===== src/rtl/tcn_fifo_address_sequencer.sv =====
// Read/write address sequencer for the TCN activation FIFO remapper.
// Optional read-bounds checking is compiled in with `define TCN_SEQ_BOUNDS_CHECK_EN.
module tcn_fifo_address_sequencer #(
  parameter int unsigned ADDR_W   = 14,
  parameter int unsigned MAX_TAPS = 16
) (
  input  logic              clk,
  input  logic              reset,
  input  logic              start,
  input  logic [15:0]       cfg_rd_block_size,
  input  logic [15:0]       cfg_wr_block_size,
  input  logic [ADDR_W-1:0] cfg_total_blocks,
  input  logic [4:0]        cfg_num_taps,
  input  logic [7:0]        cfg_dilation,
  input  logic [15:0]       cfg_num_steps,
  input  logic              rd_stall,
  input  logic              wr_valid,
  output logic [ADDR_W-1:0] rd_address,
  output logic [ADDR_W-1:0] wr_address,
  output logic              rd_enable,
  output logic              wr_enable,
  output logic              update_pointer,
  output logic              busy,
  output logic              done,
  output logic              cfg_error
);

  typedef enum logic [2:0] {StIdle, StRd, StWr, StUpd, StSettle, StDone} state_e;

  state_e             st_q, st_d;
  logic [15:0]        rd_bs_q, rd_bs_d, wr_bs_q, wr_bs_d, steps_q, steps_d;
  logic [4:0]         taps_q, taps_d;
  logic [7:0]         dil_q, dil_d;
  logic [4:0]         tap_q, tap_d;
  logic [15:0]        word_q, word_d, step_q, step_d;
  logic               settle_q, settle_d;
  logic [ADDR_W-1:0]  rd_address_q, rd_address_d, wr_address_q, wr_address_d;
  logic               rd_enable_q, rd_enable_d, wr_enable_q, wr_enable_d;
  logic               update_pointer_q, update_pointer_d;
  logic               busy_q, busy_d, done_q, done_d;

  logic [4:0]         taps_in;
  logic [15:0]        steps_in;
  logic [15:0]        rd_bs_c;
  logic [4:0]         taps_c, tap_c;
  logic [7:0]         dil_c;
  logic [15:0]        word_c;
  logic               idle;
  logic               do_rd;

  always_comb begin
    taps_in = cfg_num_taps;
    if (cfg_num_taps == 5'd0) begin
      taps_in = 5'd1;
    end else if (32'(cfg_num_taps) > MAX_TAPS) begin
      taps_in = 5'(MAX_TAPS);
    end
  end

  assign steps_in = (cfg_num_steps == 16'd0) ? 16'd1 : cfg_num_steps;

  // The first read issues on the start edge, before the config registers are loaded.
  assign idle    = (st_q == StIdle);
  assign rd_bs_c = idle ? cfg_rd_block_size : rd_bs_q;
  assign taps_c  = idle ? taps_in : taps_q;
  assign dil_c   = idle ? cfg_dilation : dil_q;
  assign tap_c   = idle ? 5'd0 : tap_q;
  assign word_c  = idle ? 16'd0 : word_q;

  always_comb begin
    st_d             = st_q;
    rd_bs_d          = rd_bs_q;
    wr_bs_d          = wr_bs_q;
    steps_d          = steps_q;
    taps_d           = taps_q;
    dil_d            = dil_q;
    tap_d            = tap_q;
    word_d           = word_q;
    step_d           = step_q;
    settle_d         = settle_q;
    rd_address_d     = rd_address_q;
    wr_address_d     = wr_address_q;
    rd_enable_d      = 1'b0;
    wr_enable_d      = 1'b0;
    update_pointer_d = 1'b0;
    busy_d           = busy_q;
    done_d           = 1'b0;
    do_rd            = 1'b0;

    case (st_q)
      StIdle: begin
        if (start) begin
          rd_bs_d  = cfg_rd_block_size;
          wr_bs_d  = cfg_wr_block_size;
          steps_d  = steps_in;
          taps_d   = taps_in;
          dil_d    = cfg_dilation;
          tap_d    = 5'd0;
          word_d   = 16'd0;
          step_d   = 16'd0;
          settle_d = 1'b0;
          busy_d   = 1'b1;
          st_d     = StRd;
          do_rd    = 1'b1;
        end
      end
      StRd: do_rd = 1'b1;
      StWr: begin
        if (wr_bs_q == 16'd0) begin
          st_d = StUpd;
        end else if (wr_valid) begin
          wr_enable_d  = 1'b1;
          wr_address_d = ADDR_W'(word_q);
          if (word_q == wr_bs_q - 16'd1) begin
            word_d = 16'd0;
            st_d   = StUpd;
          end else begin
            word_d = word_q + 16'd1;
          end
        end
      end
      StUpd: begin
        update_pointer_d = 1'b1;
        settle_d         = 1'b0;
        st_d             = StSettle;
      end
      StSettle: begin
        if (!settle_q) begin
          settle_d = 1'b1;
        end else begin
          step_d = step_q + 16'd1;
          tap_d  = 5'd0;
          word_d = 16'd0;
          if (({1'b0, step_q} + 17'd1) >= {1'b0, steps_q}) begin
            st_d = StDone;
          end else begin
            st_d = StRd;
          end
        end
      end
      StDone: begin
        done_d = 1'b1;
        busy_d = 1'b0;
        st_d   = StIdle;
      end
      default: st_d = StIdle;
    endcase

    if (do_rd) begin
      if (rd_bs_c == 16'd0) begin
        tap_d  = 5'd0;
        word_d = 16'd0;
        st_d   = StWr;
      end else if (!rd_stall) begin
        rd_enable_d  = 1'b1;
        rd_address_d = ADDR_W'(32'(tap_c) * 32'(dil_c) * 32'(rd_bs_c) + 32'(word_c));
        if (word_c == rd_bs_c - 16'd1) begin
          word_d = 16'd0;
          if (tap_c == taps_c - 5'd1) begin
            tap_d = 5'd0;
            st_d  = StWr;
          end else begin
            tap_d = tap_c + 5'd1;
          end
        end else begin
          word_d = word_c + 16'd1;
        end
      end
    end
  end

  always_ff @(posedge clk or negedge reset) begin
    if (!reset) begin
      st_q             <= StIdle;
      rd_bs_q          <= '0;
      wr_bs_q          <= '0;
      steps_q          <= '0;
      taps_q           <= '0;
      dil_q            <= '0;
      tap_q            <= '0;
      word_q           <= '0;
      step_q           <= '0;
      settle_q         <= 1'b0;
      rd_address_q     <= '0;
      wr_address_q     <= '0;
      rd_enable_q      <= 1'b0;
      wr_enable_q      <= 1'b0;
      update_pointer_q <= 1'b0;
      busy_q           <= 1'b0;
      done_q           <= 1'b0;
    end else begin
      st_q             <= st_d;
      rd_bs_q          <= rd_bs_d;
      wr_bs_q          <= wr_bs_d;
      steps_q          <= steps_d;
      taps_q           <= taps_d;
      dil_q            <= dil_d;
      tap_q            <= tap_d;
      word_q           <= word_d;
      step_q           <= step_d;
      settle_q         <= settle_d;
      rd_address_q     <= rd_address_d;
      wr_address_q     <= wr_address_d;
      rd_enable_q      <= rd_enable_d;
      wr_enable_q      <= wr_enable_d;
      update_pointer_q <= update_pointer_d;
      busy_q           <= busy_d;
      done_q           <= done_d;
    end
  end

`ifdef TCN_SEQ_BOUNDS_CHECK_EN
  logic cfg_error_q, cfg_error_d;

  // Sticky: only reset clears it, later clean configs do not.
  always_comb begin
    cfg_error_d = cfg_error_q;
    if (idle && start &&
        ((32'(taps_in - 5'd1) * 32'(cfg_dilation)) >= 32'(cfg_total_blocks))) begin
      cfg_error_d = 1'b1;
    end
  end

  always_ff @(posedge clk or negedge reset) begin
    if (!reset) begin
      cfg_error_q <= 1'b0;
    end else begin
      cfg_error_q <= cfg_error_d;
    end
  end

  assign cfg_error = cfg_error_q;
`else
  logic unused_total_blocks;
  assign unused_total_blocks = ^cfg_total_blocks;
  assign cfg_error = 1'b0;
`endif

  assign rd_address     = rd_address_q;
  assign wr_address     = wr_address_q;
  assign rd_enable      = rd_enable_q;
  assign wr_enable      = wr_enable_q;
  assign update_pointer = update_pointer_q;
  assign busy           = busy_q;
  assign done           = done_q;

endmodule


===== config.mk =====
export PLATFORM = sky130hd
export DESIGN_NAME = tcn_fifo_address_sequencer
export DESIGN_NICKNAME = d
export VERILOG_FILES = /design/src/rtl/tcn_fifo_address_sequencer.sv
export SDC_FILE = /design/constraint.sdc
export NUM_CORES = 1
export LEC_CHECK = 0
export ABC_AREA = 1
export CAP_MARGIN = 20
export CELL_PAD_IN_SITES_DETAIL_PLACEMENT = 1
export CELL_PAD_IN_SITES_GLOBAL_PLACEMENT = 2
export CORE_MARGIN = 2
export CORE_UTILIZATION = 31
export CTS_CLUSTER_DIAMETER = 30
export DETAILED_ROUTE_END_ITERATION = 7
export GPL_TIMING_DRIVEN = 0
export PLACE_DENSITY_LB_ADDON = 0.2
export SYNTH_ARGS = -nofsm -noshare
export SYNTH_HDL_FRONTEND = slang
export SYNTH_SLANG_ARGS = --single-unit
export TNS_END_PERCENT = 20

===== constraint.sdc =====
create_clock -name clk -period 7.7 [get_ports clk]
set_input_delay 1.54 -clock clk [delete_from_list [all_inputs] [get_ports clk]]
set_output_delay 1.54 -clock clk [all_outputs]
set_load 0.01 [all_outputs]

==> results.json, run 1 <==
{
  "status": "complete, but fails checks",
  "violations": "setup timing",
  "numCtsBuffers": 17,
  "power.density_nw_per_um2": 468,
  "ant_nets": 0,
  "post_drt_wl_per_cell_um": 18.2,
  "cp_slowest_stage_delay_ps": 570,
  "clock_path_buffers": 2,
  "ios": 114,
  "insertion_delay_ps": 490,
  "yosysWarnings": 0,
  "path_clk_slew_ps": 60,
  "reg2regPathDepth": 46,
  "postSynth.asyncResetShare_pct": 100,
  "rsz0062_at_grt": "true",
  "endpoint_kind": "flip-flop",
  "synth_seq_area_share_pct": 24.2,
  "synth_area_leader_cell": "dfrtp_1",
  "maxSlewHeadroom_pct": 39.2,
  "ys_types": 50,
  "max_freq_ghz": 0.120,
  "drtIter0Drc": 676,
  "p_total_mw": 7.89,
  "postPlaceCellArea_um2": 15900,
  "slowest_stage": "fa_1",
  "setup_tns_ps": -1010,
  "drive_above_1_share_pct": 9.36,
  "nNetsFinal": 2398,
  "setup_viol": 4,
  "report.final.slew_viol_count": 0,
  "vias_per_cell": 4.87,
  "leakage_nw": 8.48,
  "fin_crit_sh_pct": 108,
  "antenna_found_initial": 0,
  "dp_cells": 2701,
  "critPathRequiredTime_ps": 8070,
  "ys_ff_latch": 135,
  "maxCapViolations": 0,
  "setup_ws_ps": -602,
  "areaGrowthSynthToFinish_pct": 20.8,
  "drcViolationCount": 0,
  "min_delay_path_depth": 2,
  "first_pass_iters": 5,
  "n_antenna_cell": 0,
  "final_area_um2": 16900,
  "netlist_instances": 2009,
  "synth_fp_nets": 2261,
  "path_max_fanout": 5,
  "grt_pass1_wl_mm": 80.4,
  "nFillCells": 5640,
  "core-area_um2": 44300,
  "hpwl_mm": 40.4,
  "hold_buffers": 0,
  "row_count": 77,
  "die_h_um": 216,
  "die_w_um": 216,
  "synth-edff-count": 0,
  "rrSetupSlack_ps": -600,
  "cts_tree": "built",
  "synth_top_area_share_pct": 24.2,
  "clock-sinks": 135,
  "worst_pin_slew_ps": 903,
  "syn_area_per_cell_um2": 6.94,
  "synth_area_um2": 13900,
  "grt_pass1_vias": 14100,
  "routed_wl_mm": 50.1,
  "yosys.cell_count.top_type": "nand2_1",
  "hp-class": "reg2reg",
  "yosys-top-cells-count": "nand2_1, inv_1, nor2_1",
  "fp.dieArea_um2": 46700,
  "peakVddDrop_v": 0.000286,
  "worstSetupPathType": "reg2reg",
  "fin_skew_ps": 18.7,
  "whs_endpoint": "rd_address[2]",
  "cpMostUsedCell": "fa_1",
  "r2r_end": "rd_address[13]",
  "startpoint_type": "flip-flop",
  "pre_cts_ws_ps": -1450,
  "fin_cells": 2751,
  "synth_area_leaders": "dfrtp_1, nand2_1, fa_1",
  "grt_max_degree": 88,
  "grt_overflow_total": 0,
  "start_util_pct": 31.5,
  "clockRootBuffer": "clkbuf_16",
  "final.min_clock_period_ps": 8300,
  "io_buffers": 98,
  "vias": 13400,
  "arrival_ps": 8680,
  "hold_viol": 0,
  "timing.rr.start": "st_q[1]",
  "min_from": "rd_address[2]",
  "synth_flop_cell": "dfrtp_1",
  "groute.usage.overall_pct": 22.5,
  "cts-htree-levels": 4,
  "gp_congestion": 0.877
}
## cell type report
| class | instances | area, um^2 | area share, % |
|---|---|---|---|
| buffer | 49 | 285 | 1.69 |
| clock buffer | 19 | 453 | 2.69 |
| clock inverter | 13 | 159 | 0.943 |
| inverter | 363 | 1390 | 8.25 |
| multi-input combinational | 1461 | 9290 | 55.1 |
| sequential | 135 | 3380 | 20.1 |
| tap | 592 | 741 | 4.40 |
| timing repair buffer | 119 | 1160 | 6.87 |
## logic make-up after synthesis
| kind of cell | Yosys count | synth area share [%] |
|---|---|---|
| AND/OR/NAND/NOR | 987 | 30.8 |
| buffers and inverters | 413 | 11.6 |
| AO/OA/AOI/OAI | 232 | 8.90 |
| adder cells (fa/ha/maj) | 172 | 20.1 |
| flip-flops | 135 | 24.2 |
| XOR/XNOR | 69 | 4.43 |
| other | 1 | 0.0269 |
## power breakdown
part | internal, mW | leakage, nW | switching, mW
clock network | 0.503 | 0.295 | 0.391
logic | 2.07 | 6.52 | 3.72
registers | 1.00 | 1.67 | 0.207
## metal layers
metal  track usage (%)  vias up  part of all wire (%)
met4              5.66        0                   1.6
li1                  -     6573                     -
met5                 0        -                     0
met1              30.7     6560                    48
met3              3.52       46                   3.7
met2              37.3      218                    47
## critical path: cells and delay by family, from the launching register on
kind	cells	cell delay (ps)
compound gates	2	240
buf+inv	14	1150
fa+ha+maj	11	5000
flops	1	430
simple gates	19	1390
## repair_timing
action / CTS / global route
pin swaps: 16 / 15
setup endpoints to repair: 6 / 6
buffers inserted: 17 / 2
resized for setup: 51 / 16
## how the worst max path moves through the flow
stage          startpoint              to  depth (start not counted)
6_report          st_q[1]  rd_address[13]                         46
5_1_grt           st_q[1]  rd_address[13]                         45
4_1_cts           st_q[0]  rd_address[13]                         44
3_5_place_dp      st_q[0]  rd_address[13]                         42
3_3_place_gp      st_q[0]  rd_address[13]                         38
2_1_floorplan     st_q[1]  rd_address[13]                         45
## sequential cells by signal, indices dropped and copies added (netlist names)
signal,cells
wr_enable,1
word_q,16
wr_address,14
rd_bs_q,16
update_pointer,1
busy,1
taps_q,5
rd_enable,1
wr_bs_q,16
settle_q,1
done,1
steps_q,16
dil_q,8
st_q,3
step_q,16
rd_address,14
tap_q,5
## metrics by stage
step	hold WS, ps	util [%]
CTS	481	37.9
floorplan	448	-
global placement	463	35.7
finish	474	38.0
detailed placement	466	35.8
global route	519	38.0
## layout by cell type (no fill, tap or decap), types with 22 or more instances in the layout
| cell | instances |
|---|---|
| clkdlybuf4s50_1 | 97 |
| a21oi_1 | 52 |
| inv_1 | 339 |
| ha_1 | 77 |
| buf_4 | 22 |
| fa_1 | 82 |
| o21ai_0 | 128 |
| nand2_2 | 35 |
| nor3_1 | 23 |
| clkbuf_1 | 33 |
| nand3_1 | 134 |
| nand4_1 | 23 |
| dfrtp_1 | 133 |
| xor2_1 | 51 |
| nor2_1 | 170 |
| nand2_1 | 517 |
No activity file was read; power rests on OpenSTA's default activity.
==> run 2: changes to the inputs <==
- CORE_MARGIN: 2 -> unset
- SLEW_MARGIN: unset -> 15
==> run 2 against run 1 <==
Sequential power barely moved. Worst setup slack lost 80 ps. Cell count is 0.25% higher. Flip-flop and latch count stayed put. The run still ends with setup timing left. Fmax decreased by 0.96%. Largest cell class unchanged. First-iteration DRC count down 7.0%. Critical endpoint unchanged. Non-clock buffer count rose by 7. Wire length rose by 0.58%. Cell area increased by 0.41%. Sequential share of layout area fell by 0.089 points. Die area shrank 1.8%. Utilization rose by 0.16 points.
==> results.json, run 2 (synthesized netlist as in run 1, its figures left out) <==
{
  "clockRootBuffer": "clkbuf_16",
  "worstSetupPathType": "reg2reg",
  "hold_viol": 0,
  "endpoint_kind": "flip-flop",
  "peakVddDrop_v": 0.000365,
  "holdWs_ps": 477,
  "hpwl_mm": 40.5,
  "slowest_stage": "fa_1",
  "path_max_fanout": 5,
  "final_util_pct": 38.2,
  "report.final.slew_viol_count": 0,
  "final_area_um2": 16900,
  "routed_wl_mm": 50.4,
  "fp.dieArea_um2": 45800,
  "io_buffers": 98,
  "power.density_nw_per_um2": 473,
  "grt_max_degree": 91,
  "n_antenna_cell": 0,
  "start_util_pct": 31.5,
  "rsz0062_at_grt": "true",
  "max_freq_ghz": 0.119,
  "cts_tree": "built",
  "drcViolationCount": 0,
  "multiInputGateArea_um2": 9360,
  "grt_pass1_vias": 14400,
  "die_w_um": 214,
  "first_pass_iters": 5,
  "vias": 13500,
  "drtIter0Drc": 629,
  "maxCapViolations": 0,
  "gp_congestion": 0.901,
  "startpoint_type": "flip-flop",
  "nNetsFinal": 2405,
  "grt_overflow_total": 0,
  "insertion_delay_ps": 480,
  "min_delay_path_depth": 2,
  "antenna_found_initial": 0,
  "path_clk_slew_ps": 70,
  "nFillCells": 5598,
  "row_count": 77,
  "maxSlewHeadroom_pct": 36.6,
  "setup_viol": 3,
  "ios": 114,
  "cpMostUsedCell": "fa_1",
  "clock_path_buffers": 2,
  "core-area_um2": 44300,
  "critPathRequiredTime_ps": 8070,
  "numCtsBuffers": 17,
  "areaGrowthSynthToFinish_pct": 21.3,
  "drive_above_1_share_pct": 10.2,
  "final_common_cell": "nand2_1",
  "worst_pin_slew_ps": 940,
  "status": "complete, but fails checks",
  "hp-class": "reg2reg",
  "postPlaceCellArea_um2": 15900,
  "cp_slowest_stage_delay_ps": 540,
  "post_drt_wl_per_cell_um": 18.3,
  "regArea_um2": 3380,
  "groute.usage.overall_pct": 22.8,
  "final_cell_mix": "nand2_1, inv_1, nor2_1",
  "vias_per_cell": 4.88,
  "die_h_um": 214,
  "p_total_mw": 8.01,
  "violations": "setup timing",
  "leakage_nw": 8.51,
  "final.min_clock_period_ps": 8380,
  "fin_skew_ps": 11.0,
  "setup_ws_ps": -683,
  "arrival_ps": 8750,
  "cts-htree-levels": 4,
  "fin_crit_sh_pct": 109,
  "hold_buffers": 0,
  "ant_nets": 0,
  "grt_pass1_wl_mm": 80.9,
  "pre_cts_ws_ps": -1510,
  "clock-sinks": 135,
  "reg2regPathDepth": 46
}
## run 2: cell type report
type                    count  share of cell area [%]
well taps                 592                    4.38
clock inverters            14                   0.673
multi-input cells        1461                    55.3
repair buffers            125                    7.20
plain buffers              50                    1.70
inverters                 363                    8.19
flip-flops and latches    135                    20.0
clock buffers              18                    2.60
## run 2: stage by stage
step           instances  TNS (ps)
2_1_floorplan       2009     -77.3
3_3_place_gp        2699   -146160
3_5_place_dp        2701     -5450
4_1_cts             2756     -1080
5_1_grt             2758     -2780
6_report            2758     -1050
## run 2: what timing repair did
action                                 CTS  global route
buffers inserted                        23             2
pin swaps                               27             7
setup endpoints to repair                6             5
endpoints found under the hold margin    0             0
resized for setup                       65            14
## run 2: layer usage
layer	routed length, um	GRT usage (%)
met1	24100	30.3
met2	23500	38.2
met3	1720	3.23
met4	1040	7.07
met5	0	0
## run 2: report_power, final
part / total [mW] / switching (mW) / internal [mW]
combinational: 6.00 / 3.81 / 2.18
clock: 0.805 / 0.379 / 0.425
sequential: 1.21 / 0.206 / 1.00
total: 8.01 / 4.40 / 3.61
## run 2: final timing paths
| check | start | endpoint | slack [ps] |
|---|---|---|---|
| max in group asynchronous | reset | dil_q[2] | 5910 |
| max | st_q[0] | rd_address[13] | -680 |
| max reg2reg | st_q[0] | rd_address[13] | -680 |
| min reg2reg | wr_address[1] | wr_address[1] | 480 |
| min | wr_address[1] | wr_address[1] | 480 |
| min in group asynchronous | reset | wr_address[7] | 960 |
## run 2: worst max-delay path, delay by kind of cell (launching register included)
| family | cells | cell delay, ps |
|---|---|---|
| adders and majority gates | 11 | 4680 |
| and+or+nand+nor | 16 | 1360 |
| buffers and inverters | 14 | 1080 |
| AOI/OAI and AO/OA | 5 | 690 |
| DFF | 1 | 430 |
